===== src/rtl/fetch_stage.sv =====
// Purpose : instruction fetch stage; drives an 8-bit instruction memory and fills the IF/ID register.
// Latency : request issued in cycle N is visible on IF/ID in cycle N+2; one instruction per cycle sustained.
// Backpressure: stall holds IF/ID and blocks new requests; a response already in flight lands in a 1-entry skid.
// Ports:
//   clk, rst (sync, active-low)        clock and reset
//   stall                              downstream not accepting IF/ID
//   jump_en, jump_target               redirect from decode; wins over stall
//   imem_en, imem_addr, imem_rdata     instruction memory (data one cycle after imem_en)
//   if_id_valid/instr/pc/opcode        IF/ID pipeline register
//   halted, flush_cnt                  HALT status, saturating count of accepted redirects
module fetch_stage #(
  parameter logic [7:0] RESET_PC = 8'h00
) (
  input  logic       clk,
  input  logic       rst,
  input  logic       stall,
  input  logic       jump_en,
  input  logic [7:0] jump_target,
  output logic       imem_en,
  output logic [7:0] imem_addr,
  input  logic [7:0] imem_rdata,
  output logic       if_id_valid,
  output logic [7:0] if_id_instr,
  output logic [7:0] if_id_pc,
  output logic [1:0] if_id_opcode,
  output logic       halted,
  output logic [7:0] flush_cnt
);

  typedef enum logic [1:0] {
    S_INIT = 2'd0,
    S_RUN  = 2'd1,
    S_HALT = 2'd2
  } state_t;

  localparam logic [1:0] OP_HALT = 2'b10;

  state_t     r_state;
  state_t     w_state_nxt;
  logic [7:0] r_pc;
  logic       r_pend;
  logic [7:0] r_pend_pc;
  logic       r_skid_vld;
  logic [7:0] r_skid_dat;
  logic [7:0] r_skid_pc;
  logic       r_if_id_valid;
  logic [7:0] r_if_id_instr;
  logic [7:0] r_if_id_pc;
  logic       r_halted;
  logic [7:0] r_flush_cnt;

  logic       w_jump;
  logic       w_imem_en;
  logic       w_resp;
  logic       w_to_skid;
  logic       w_load_skid;
  logic       w_load_resp;
  logic       w_load;
  logic [7:0] w_load_dat;
  logic [7:0] w_load_pc;
  logic       w_halt_hit;

  // State register
  always_ff @(posedge clk) begin
    if (!rst) begin
      r_state <= S_INIT;
    end else begin
      r_state <= w_state_nxt;
    end
  end

  // Next-state and datapath steering
  always_comb begin
    w_state_nxt = r_state;
    // Redirects are ignored during the single post-reset init cycle.
    w_jump      = jump_en && (r_state != S_INIT);
    // rst is included so no request leaks out while reset is asserted.
    w_imem_en   = rst && (r_state == S_RUN) && !stall && !jump_en;
    // Responses only count in S_RUN; in S_HALT or on a redirect they are dropped.
    w_resp      = r_pend && (r_state == S_RUN) && !w_jump;
    w_to_skid   = w_resp && stall;
    // A skid entry implies the previous cycle was stalled, so no response can coincide.
    w_load_skid = (r_state == S_RUN) && !w_jump && !stall && r_skid_vld;
    w_load_resp = w_resp && !stall && !r_skid_vld;
    w_load      = w_load_skid || w_load_resp;
    w_load_dat  = r_skid_vld ? r_skid_dat : imem_rdata;
    w_load_pc   = r_skid_vld ? r_skid_pc  : r_pend_pc;
    w_halt_hit  = w_load && (w_load_dat[7:6] == OP_HALT);

    case (r_state)
      S_INIT: w_state_nxt = S_RUN;
      S_RUN: begin
        if (w_jump) begin
          w_state_nxt = S_RUN;
        end else if (w_halt_hit) begin
          w_state_nxt = S_HALT;
        end
      end
      S_HALT: begin
        if (w_jump) begin
          w_state_nxt = S_RUN;
        end
      end
      default: w_state_nxt = S_INIT;
    endcase
  end

  // Datapath registers
  always_ff @(posedge clk) begin
    if (!rst) begin
      r_pc          <= RESET_PC;
      r_pend        <= 1'b0;
      r_pend_pc     <= 8'h00;
      r_skid_vld    <= 1'b0;
      r_skid_dat    <= 8'h00;
      r_skid_pc     <= 8'h00;
      r_if_id_valid <= 1'b0;
      r_if_id_instr <= 8'h00;
      r_if_id_pc    <= 8'h00;
      r_halted      <= 1'b0;
      r_flush_cnt   <= 8'h00;
    end else if (w_jump) begin
      r_pc          <= jump_target;
      r_pend        <= 1'b0;
      r_skid_vld    <= 1'b0;
      r_if_id_valid <= 1'b0;
      r_halted      <= 1'b0;
      if (r_flush_cnt != 8'hFF) begin
        r_flush_cnt <= r_flush_cnt + 8'd1;
      end
    end else begin
      r_pend <= w_imem_en;
      if (w_imem_en) begin
        r_pc      <= r_pc + 8'd1;
        r_pend_pc <= r_pc;
      end

      if (w_to_skid) begin
        r_skid_vld <= 1'b1;
        r_skid_dat <= imem_rdata;
        r_skid_pc  <= r_pend_pc;
      end else if (w_load_skid) begin
        r_skid_vld <= 1'b0;
      end

      // Without a new instruction, an unstalled IF/ID drains to a bubble but keeps its data.
      if (w_load) begin
        r_if_id_valid <= 1'b1;
        r_if_id_instr <= w_load_dat;
        r_if_id_pc    <= w_load_pc;
      end else if (!stall) begin
        r_if_id_valid <= 1'b0;
      end

      if (w_halt_hit) begin
        r_halted <= 1'b1;
      end
    end
  end

  assign imem_en      = w_imem_en;
  assign imem_addr    = r_pc;
  assign if_id_valid  = r_if_id_valid;
  assign if_id_instr  = r_if_id_instr;
  assign if_id_pc     = r_if_id_pc;
  assign if_id_opcode = r_if_id_instr[7:6];
  assign halted       = r_halted;
  assign flush_cnt    = r_flush_cnt;

endmodule


===== config.mk =====
export PLATFORM = sky130hd
export DESIGN_NAME = fetch_stage
export DESIGN_NICKNAME = d
export VERILOG_FILES = /design/src/rtl/fetch_stage.sv
export SDC_FILE = /design/constraint.sdc
export NUM_CORES = 1
export LEC_CHECK = 0
export CAP_MARGIN = 10
export CELL_PAD_IN_SITES_DETAIL_PLACEMENT = 0
export CELL_PAD_IN_SITES_GLOBAL_PLACEMENT = 1
export CORE_ASPECT_RATIO = 1.1
export CORE_UTILIZATION = 30
export CTS_BUF_LIST = sky130_fd_sc_hd__clkbuf_4
export DETAILED_ROUTE_END_ITERATION = 8
export PLACE_DENSITY_LB_ADDON = 0.1
export SYNTH_ARGS = -nofsm -noshare
export SYNTH_HDL_FRONTEND = slang
export SYNTH_SLANG_ARGS = --single-unit

===== constraint.sdc =====
create_clock -name clk -period 2.6 [get_ports clk]
set_clock_uncertainty 0.2 [all_clocks]
set_input_delay 0.39 -clock clk [delete_from_list [all_inputs] [get_ports clk]]
set_output_delay 0.39 -clock clk [all_outputs]
set_load 0.02 [all_outputs]

### Word-level counts from Yosys, hierarchy flattened

Cells that the tools add are included.

| operators by class | value |
|---|---|
| eq/ne operators | 7 |
| multiplexer cells | 12 |
| bitwise gates (word level) | 2 |
| reductions and logical operators | 28 |
| add/sub/neg operators | 2 |

Operators with widths:

| cell | number |
|---|---|
| 2-to-1 mux 8 bit | 4 |
| adder 8 x 1 -> 8 bit, second input constant | 2 |
| logical AND 1 bit | 13 |
| AND reduction 2 bit | 5 |
| != test 8 bit, second input constant | 1 |
| 2-to-1 mux 2 bit | 3 |
| case mux 2 bit (3 select lines) | 1 |
| nonzero test 2 bit | 3 |
| == test 2 bit, second input constant | 2 |
| zero test 1 bit | 4 |
| 2-to-1 mux 1 bit | 4 |
| != test 3 bit, second input constant | 1 |
| == test 2 x 1 -> 1 bit, second input constant | 1 |
| zero test 2 bit | 1 |
| != test 2 x 1 -> 1 bit, second input constant | 1 |
| != test 2 bit, second input constant | 1 |
| inverter 1 bit | 2 |
| OR reduction 2 bit | 1 |
| logical OR 1 bit | 1 |

| storage, ports and cells | value |
|---|---|
| logic and storage cells | 63 |
| output and inout bits | 37 |
| bits in registers | 62 |
| input port bits | 20 |

### Depth between registers and ports, before layout

Gate-level depths: netlist of the first run.

| depth | value |
|---|---|
| word-level depth | 11 |
| gate-level depth with buffers | 6 |
| gate-level depth less buffers | 5 |

### Worst setup path after synthesis of the first run

No wires, ideal clock.

| timing path | value |
|---|---|
| path kind | input -> output |
| from | in jump_en |
| to | out imem_en |
| data required time | 2010 ps |
| path buffers | 2 |
| path slack | 462 ps |
| data arrival time | 1548 ps |
| stages | 4 |
| path through | or4b_1 buf_6 clkbuf_1 nor2_1 |

| between the ends | value |
|---|---|
| longest elaborated chain between the ends | 2 |

Ends and longest elaborated chain:

| what | line | text |
|---|---|---|
| start: declaration | 17 | `input logic jump_en,` |
| zero test 1 bit | 78 | `w_imem_en = rst && (r_state == S_RUN) && !stall && !jump_en;` |
| logical AND 1 bit | 78 |  |
| end: declaration | 19 | `output logic imem_en,` |

No other way between the ends.

### Worst setup path after layout of the first run

Ends and elaborated chain as after synthesis.

==> flow_summary.yaml, run 1 <==
flow_run:
  drv_cap: 0
clocking:
  cts_buffer_depth: 2
  cts_hold_buf: 0
  cts_tree: "done"
  clk_pin_slew_ns: 0.10
  htree_levels: 3
  clock-sinks: 62
  clock_latency_ns: 0.40
  clock-root-buffer: "clkbuf_4"
  cts_made_buffers: 9
hold_path:
  hold_path_class: "flip-flop to flip-flop"
synth:
  synth_cells: 305
  synth_cell_types: 44
  yosys_warnings: 0
  syn_avg_cell_area_um2: 8.80
  synth_xor_area_share_pct: 0.979
  synth_fa_ha_area_share_pct: 0.933
  synth-edff-count: 0
  yosys.area_share.simple_pct: 21.4
  synth_mux_area_share_pct: 5.60
  yosysSeqAreaShare_pct: 46.3
  synth_area_um2: 2680
  syn-num-nets: 327
  yosys.area.top_type_share_pct: 46.3
  synth-seq-cells: 62
  synthArstFlopShare_pct: 0
  yosysTopAreaCell: "dfxtp_1"
  synth_compound_area_share_pct: 19.7
  yosys_most_used_dff: "dfxtp_1"
  synthTopCellsByArea: "dfxtp_1 46%, a21oi_1 6.9%, nand2_1 6.4%"
  synth_top_family_by_area: "simple AND/OR/NAND/NOR gates"
sta:
  final-hold-violation-count: 0
  worstMarginPinSlew_ns: 0.660
  timing.final.ws_setup_ns: 0.0954
  holdWs_ns: 0.258
  slew_violations: 0
  fmax_mhz: 399
  slew_headroom_pct: 56.0
  setup_violations: 0
  period_minus_slack_ns: 2.50
  rsz0062_at_grt: "false"
  finalCritPeriodShare_pct: 96.3
finish:
  drive_above_1_share_pct: 14.0
  fillers: 879
  final_nets: 388
  layout_commonest_cell: "dfxtp_1"
  final_cell_mix: "62 x dfxtp_1, 55 x clkdlybuf4s50_1, 46 x nand2_1"
  diodes: 0
  area_growth_pct: 32.6
power_and_ir_drop:
  swShare_pct: 25.8
  clkPwrFrac_pct: 35.9
  power_density_nw_per_um2: 504
  p_switching_w: 0.000462
  peakVddDrop_v: 0.000216
  cellInternalPower_w: 0.00133
  p_leak_nw: 1.14
  p_comb_share_pct: 9.4
  seq_power_share_pct: 54.7
routing:
  vias: 2331
  totalWireLength_um: 6520
  via_per_inst: 4.84
  drc: 0
  drt_iter0_drc: 75
  dr.pass1.iters: 4
  wl_per_cell_um: 13.5
  drtAntennaViolNets: 0
placed_design:
  portBuffers: 56
  globalplace.congestion: 0.736
  post-place-ws_ns: -0.181
  place_hpwl_um: 4340
worst_setup_path:
  cp_cell_sequence: "clkdlybuf4s50_1 -> or4b_1 -> nor2_1 -> buf_4 -> dlygate4sd2_1"
  required_ns: 2.01
  worstPathMaxFanout: 2
  start_kind: "input pin"
  critPathMaxStageDelay_ns: 0.54
  crit_arrival_ns: 1.91
  worstSetupEndpointType: "primary output"
  crit_slowest_cell: "or4b_1"
  worst-setup-path-type: "input pin to primary output"
floorplanning:
  dieArea_um2: 9320
  fp.dieH_um: 101
  design.core.area_um2: 8540
  die_x_um: 92.2
  initial_utilization_pct: 31.4
  rows: 35
  ios: 57
global_route:
  grt_usage_pct: 14.8
  overflow: 0
  grt_pass1_vias: 2142
  grt_pass1_wl_um: 10700
  grt_max_degree: 56
  antenna_found_initial: 0
status:
  status: "finished, final reports clean"
critical path, delay by kind of cell:
kind / cells / cell delay, ns
and+or+nand+nor: 2 / 0.65
buffers and inverters: 3 / 0.87
per-stage QoR:
stage,setup TNS (ns),total power (W),std cells,util (%),instance area [um2]
2_1_floorplan,0,0.00108,305,-,2680
3_3_place_gp,-0.173,0.00117,466,40.1,3420
3_5_place_dp,-0.181,0.00117,466,40.1,3420
4_1_cts,0,0.00183,482,41.6,3560
5_1_grt,0,0.00189,482,41.6,3560
6_report,0,0.00179,482,41.6,3560
what timing repair did:
| action | in CTS | in global routing |
|---|---|---|
| buffers inserted | 0 | 0 |
| setup endpoints to repair | 1 | 0 |
| gates resized for setup | 1 | 0 |
routing by layer:
| layer | vias to the layer above | wire (um) | share of wire (%) | GRT usage, % |
|---|---|---|---|---|
| met5 | - | 0 | 0 | 0 |
| met4 | 0 | 75 | 1.1 | 7.21 |
| met3 | 7 | 293 | 4.5 | 2.85 |
| met2 | 50 | 2990 | 46 | 23.5 |
| met1 | 1069 | 3160 | 48 | 19.2 |
| li1 | 1205 | - | - | - |
power by group through the flow:
stage	clock network (W)	logic (W)	registers [W]
after CTS	0.000675	0.000171	0.000981
after global placement	0	0.000171	0.00100
after detailed placement	0	0.000170	0.00100
final	0.000643	0.000168	0.000980
after global routing	0.000722	0.000183	0.000984
after floorplan	0	0.0000714	0.00101
state kept, by name (all words and copies together), names as in the netlist:
name and count:
r_skid_vld 1, halted 1, r_state 2, r_pend 1, r_pend_pc 8, imem_addr 8, r_skid_pc 8, if_id_pc 8
r_skid_dat 8, if_id_valid 1, flush_cnt 8, if_id_instr 8
synth_stat cells, types with 3 or more instances:
cell type / n
buf_4: 3
dfxtp_1: 62
o21ai_0: 10
o21a_1: 3
clkbuf_1: 11
nand2_1: 46
a21oi_1: 37
buf_2: 4
mux2i_1: 15
a211oi_1: 3
nor2_1: 27
nand3_1: 22
buf_6: 3
nor3_1: 6
inv_1: 3
a211oi_2: 12
logic make-up after synthesis:
logic type               count (synthesis)
XOR/XNOR                                 3
AO/OA/AOI/OAI                           78
buffers and inverters                   26
AND/OR/NAND/NOR                        119
adder cells (fa/ha/maj)                  2
multiplexers                            15
flip-flops                              62
worst paths after layout:
| path | start | end | slack (ns) | cells after the start |
|---|---|---|---|---|
| worst min-delay path | r_skid_pc[7] | r_skid_pc[7] | 0.26 | 2 |
| worst max-delay path | jump_en | imem_en | 0.1 | 5 |
| worst max register to register | r_state[1] | if_id_pc[2] | 0.64 | 6 |
| worst min register to register | r_skid_pc[7] | r_skid_pc[7] | 0.26 | 2 |
layout make-up:
cell class / instances / area [um2] / share of cell area, %
Multi-Input combinational cell: 217 / 1320 / 37.1
Clock buffer: 9 / 67.6 / 1.90
Inverter: 3 / 11.3 / 0.317
Tap cell: 111 / 139 / 3.91
Clock inverter: 7 / 65.1 / 1.83
Sequential cell: 62 / 1240 / 34.9
Timing Repair Buffer: 73 / 712 / 20.0
No activity file was read; power rests on OpenSTA's default activity.
==> run 2: changes to the inputs <==
- CTS_CLUSTER_DIAMETER: not set -> 40
==> results of run 2 <==
Same layout as run 1: the final DEF is identical, and so are final timing and power.
==> run 3: changes to the inputs <==
- REMOVE_ABC_BUFFERS: not set -> 1
- clock period: 2.6 -> 2.84 ns (I/O delays scaled with it)
==> flow_summary.yaml, run 3 (synthesis gave the netlist of run 1 again) <==
clocking:
  cts_hold_buf: 0
  cts_made_buffers: 9
  cts_buffer_depth: 2
  clock-root-buffer: "clkbuf_4"
  cts_tree: "done"
  clock_latency_ns: 0.39
  clock-sinks: 62
  clk_pin_slew_ns: 0.09
  postCtsSetupBuffers: 0
  htree_levels: 3
hold_path:
  hold_path_class: "flip-flop to flip-flop"
  holdPathEnd: "r_skid_dat[3]"
  whs_path_depth: 2
  hold_start: "r_skid_dat[3]"
finish:
  final_nets: 383
  ff_latch_area_um2: 1240
  multi_input_area_um2: 1320
  final_cell_mix: "62 x dfxtp_1, 55 x clkdlybuf4s50_1, 46 x nand2_1"
  diodes: 0
  fillers: 889
  layout_commonest_cell: "dfxtp_1"
  area_growth_pct: 31.5
  drive_above_1_share_pct: 12.6
routing:
  drtAntennaViolNets: 0
  drc: 0
  via_per_inst: 4.74
  totalWireLength_um: 6370
  wl_per_cell_um: 13.4
  vias: 2257
  drt_iter0_drc: 103
  dr.pass1.iters: 4
global_route:
  grt_max_degree: 56
  grt_usage_pct: 15.0
  grt_pass1_vias: 2211
  grt_pass1_wl_um: 11000
  antenna_found_initial: 0
  overflow: 0
worst_setup_path:
  crit_arrival_ns: 1.78
  worstPathMaxFanout: 2
  r2r-end: "if_id_instr[1]"
  required_ns: 2.21
  worst-setup-path-type: "input pin to primary output"
  reg2reg_setup_slack_ns: 0.60
  worstSetupEndpointType: "primary output"
  r2r_start: "r_state[1]"
  start_kind: "input pin"
  reg2reg_depth: 6
sta:
  fmax_mhz: 415
  worstMarginPinSlew_ns: 0.686
  slew_headroom_pct: 54.3
  finalCritPeriodShare_pct: 84.8
  final-hold-violation-count: 0
  slew_violations: 0
  rsz0062_at_grt: "false"
  timing.final.ws_setup_ns: 0.433
  period_minus_slack_ns: 2.41
  holdWs_ns: 0.257
  setup_violations: 0
placed_design:
  place_hpwl_um: 4100
  portBuffers: 56
  post-place-ws_ns: 0.0551
  globalplace.congestion: 0.749
power_and_ir_drop:
  power_density_nw_per_um2: 488
  peakVddDrop_v: 0.000188
  p_leak_nw: 1.14
flow_run:
  drv_cap: 0
floorplanning:
  rows: 35
  die_x_um: 92.2
  initial_utilization_pct: 31.4
  dieArea_um2: 9320
  ios: 57
  fp.dieH_um: 101
  design.core.area_um2: 8540
status:
  status: "finished, final reports clean"
==> run 3: cell count changes in the layout (fill, tap and decap cells not counted) <==
cell / delta
buf_4: -4
clkinvlp_4: -2
buf_12: -1
bufinv_16: +1
clkbuf_4: +1
clkinv_2: -1
dlygate4sd2_1: -1
dlymetal6s2s_1: +1
==> run 3: worst max-delay path, stage by stage <==
cell	delay [ns]
clkdlybuf4s50_1	0.47
or4b_1	0.55
nor2_1	0.11
dlymetal6s2s_1	0.23
==> run 3: final cells by class <==
| cell class | instances | area share [%] |
|---|---|---|
| clock buffers | 10 | 2.13 |
| clock inverters | 5 | 2.13 |
| inverters | 3 | 0.319 |
| multi-input cells | 217 | 37.4 |
| flip-flops and latches | 62 | 35.2 |
| well taps | 111 | 3.94 |
| repair buffers | 68 | 18.9 |
==> run 3: report_power, final <==
group	internal (W)	total [W]	leakage, nW	switching [W]
Combinational	0.0000701	0.000151	0.548	0.0000804
Clock	0.000358	0.000673	0.0860	0.000315
Sequential	0.000882	0.000898	0.501	0.0000154
==> run 3: metrics by stage <==
stage	instance area, um2	setup TNS [ns]	cells	power (W)	utilization, %
after CTS	3520	0	476	0.00175	41.3
after detailed placement	3370	0	461	0.00107	39.5
after global routing	3530	0	476	0.00180	41.3
after global placement	3370	0	461	0.00107	39.5
after floorplan	2560	-2.91	282	0.000982	-
final	3530	0	476	0.00172	41.3
==> run 3: what timing repair did <==
action / CTS / global route
hold endpoints to repair: 0 / 0
resized for setup: 0 / 1
endpoints found under the setup margin: 0 / 1
==> run 3: worst max-delay path by stage <==
stage                           from            end  slack, ns  cells past startpoint
after floorplan              jump_en  r_skid_dat[0]      -0.18                      4
after global placement         stall        imem_en       0.03                      4
after detailed placement       stall        imem_en       0.06                      4
after CTS                 r_state[1]        imem_en       0.02                      3
after global routing      r_state[1]        imem_en       0.33                      3
final                          stall        imem_en       0.43                      4
==> run 3: layer usage <==
metal  part of all wire, %  vias up  GRT usage, %
met5                     0        -             0
met4                   1.5        0          7.21
met3                   4.2        9          3.00
met2                    43       49          23.2
met1                    52     1007          20.2
li1                      -     1192             -
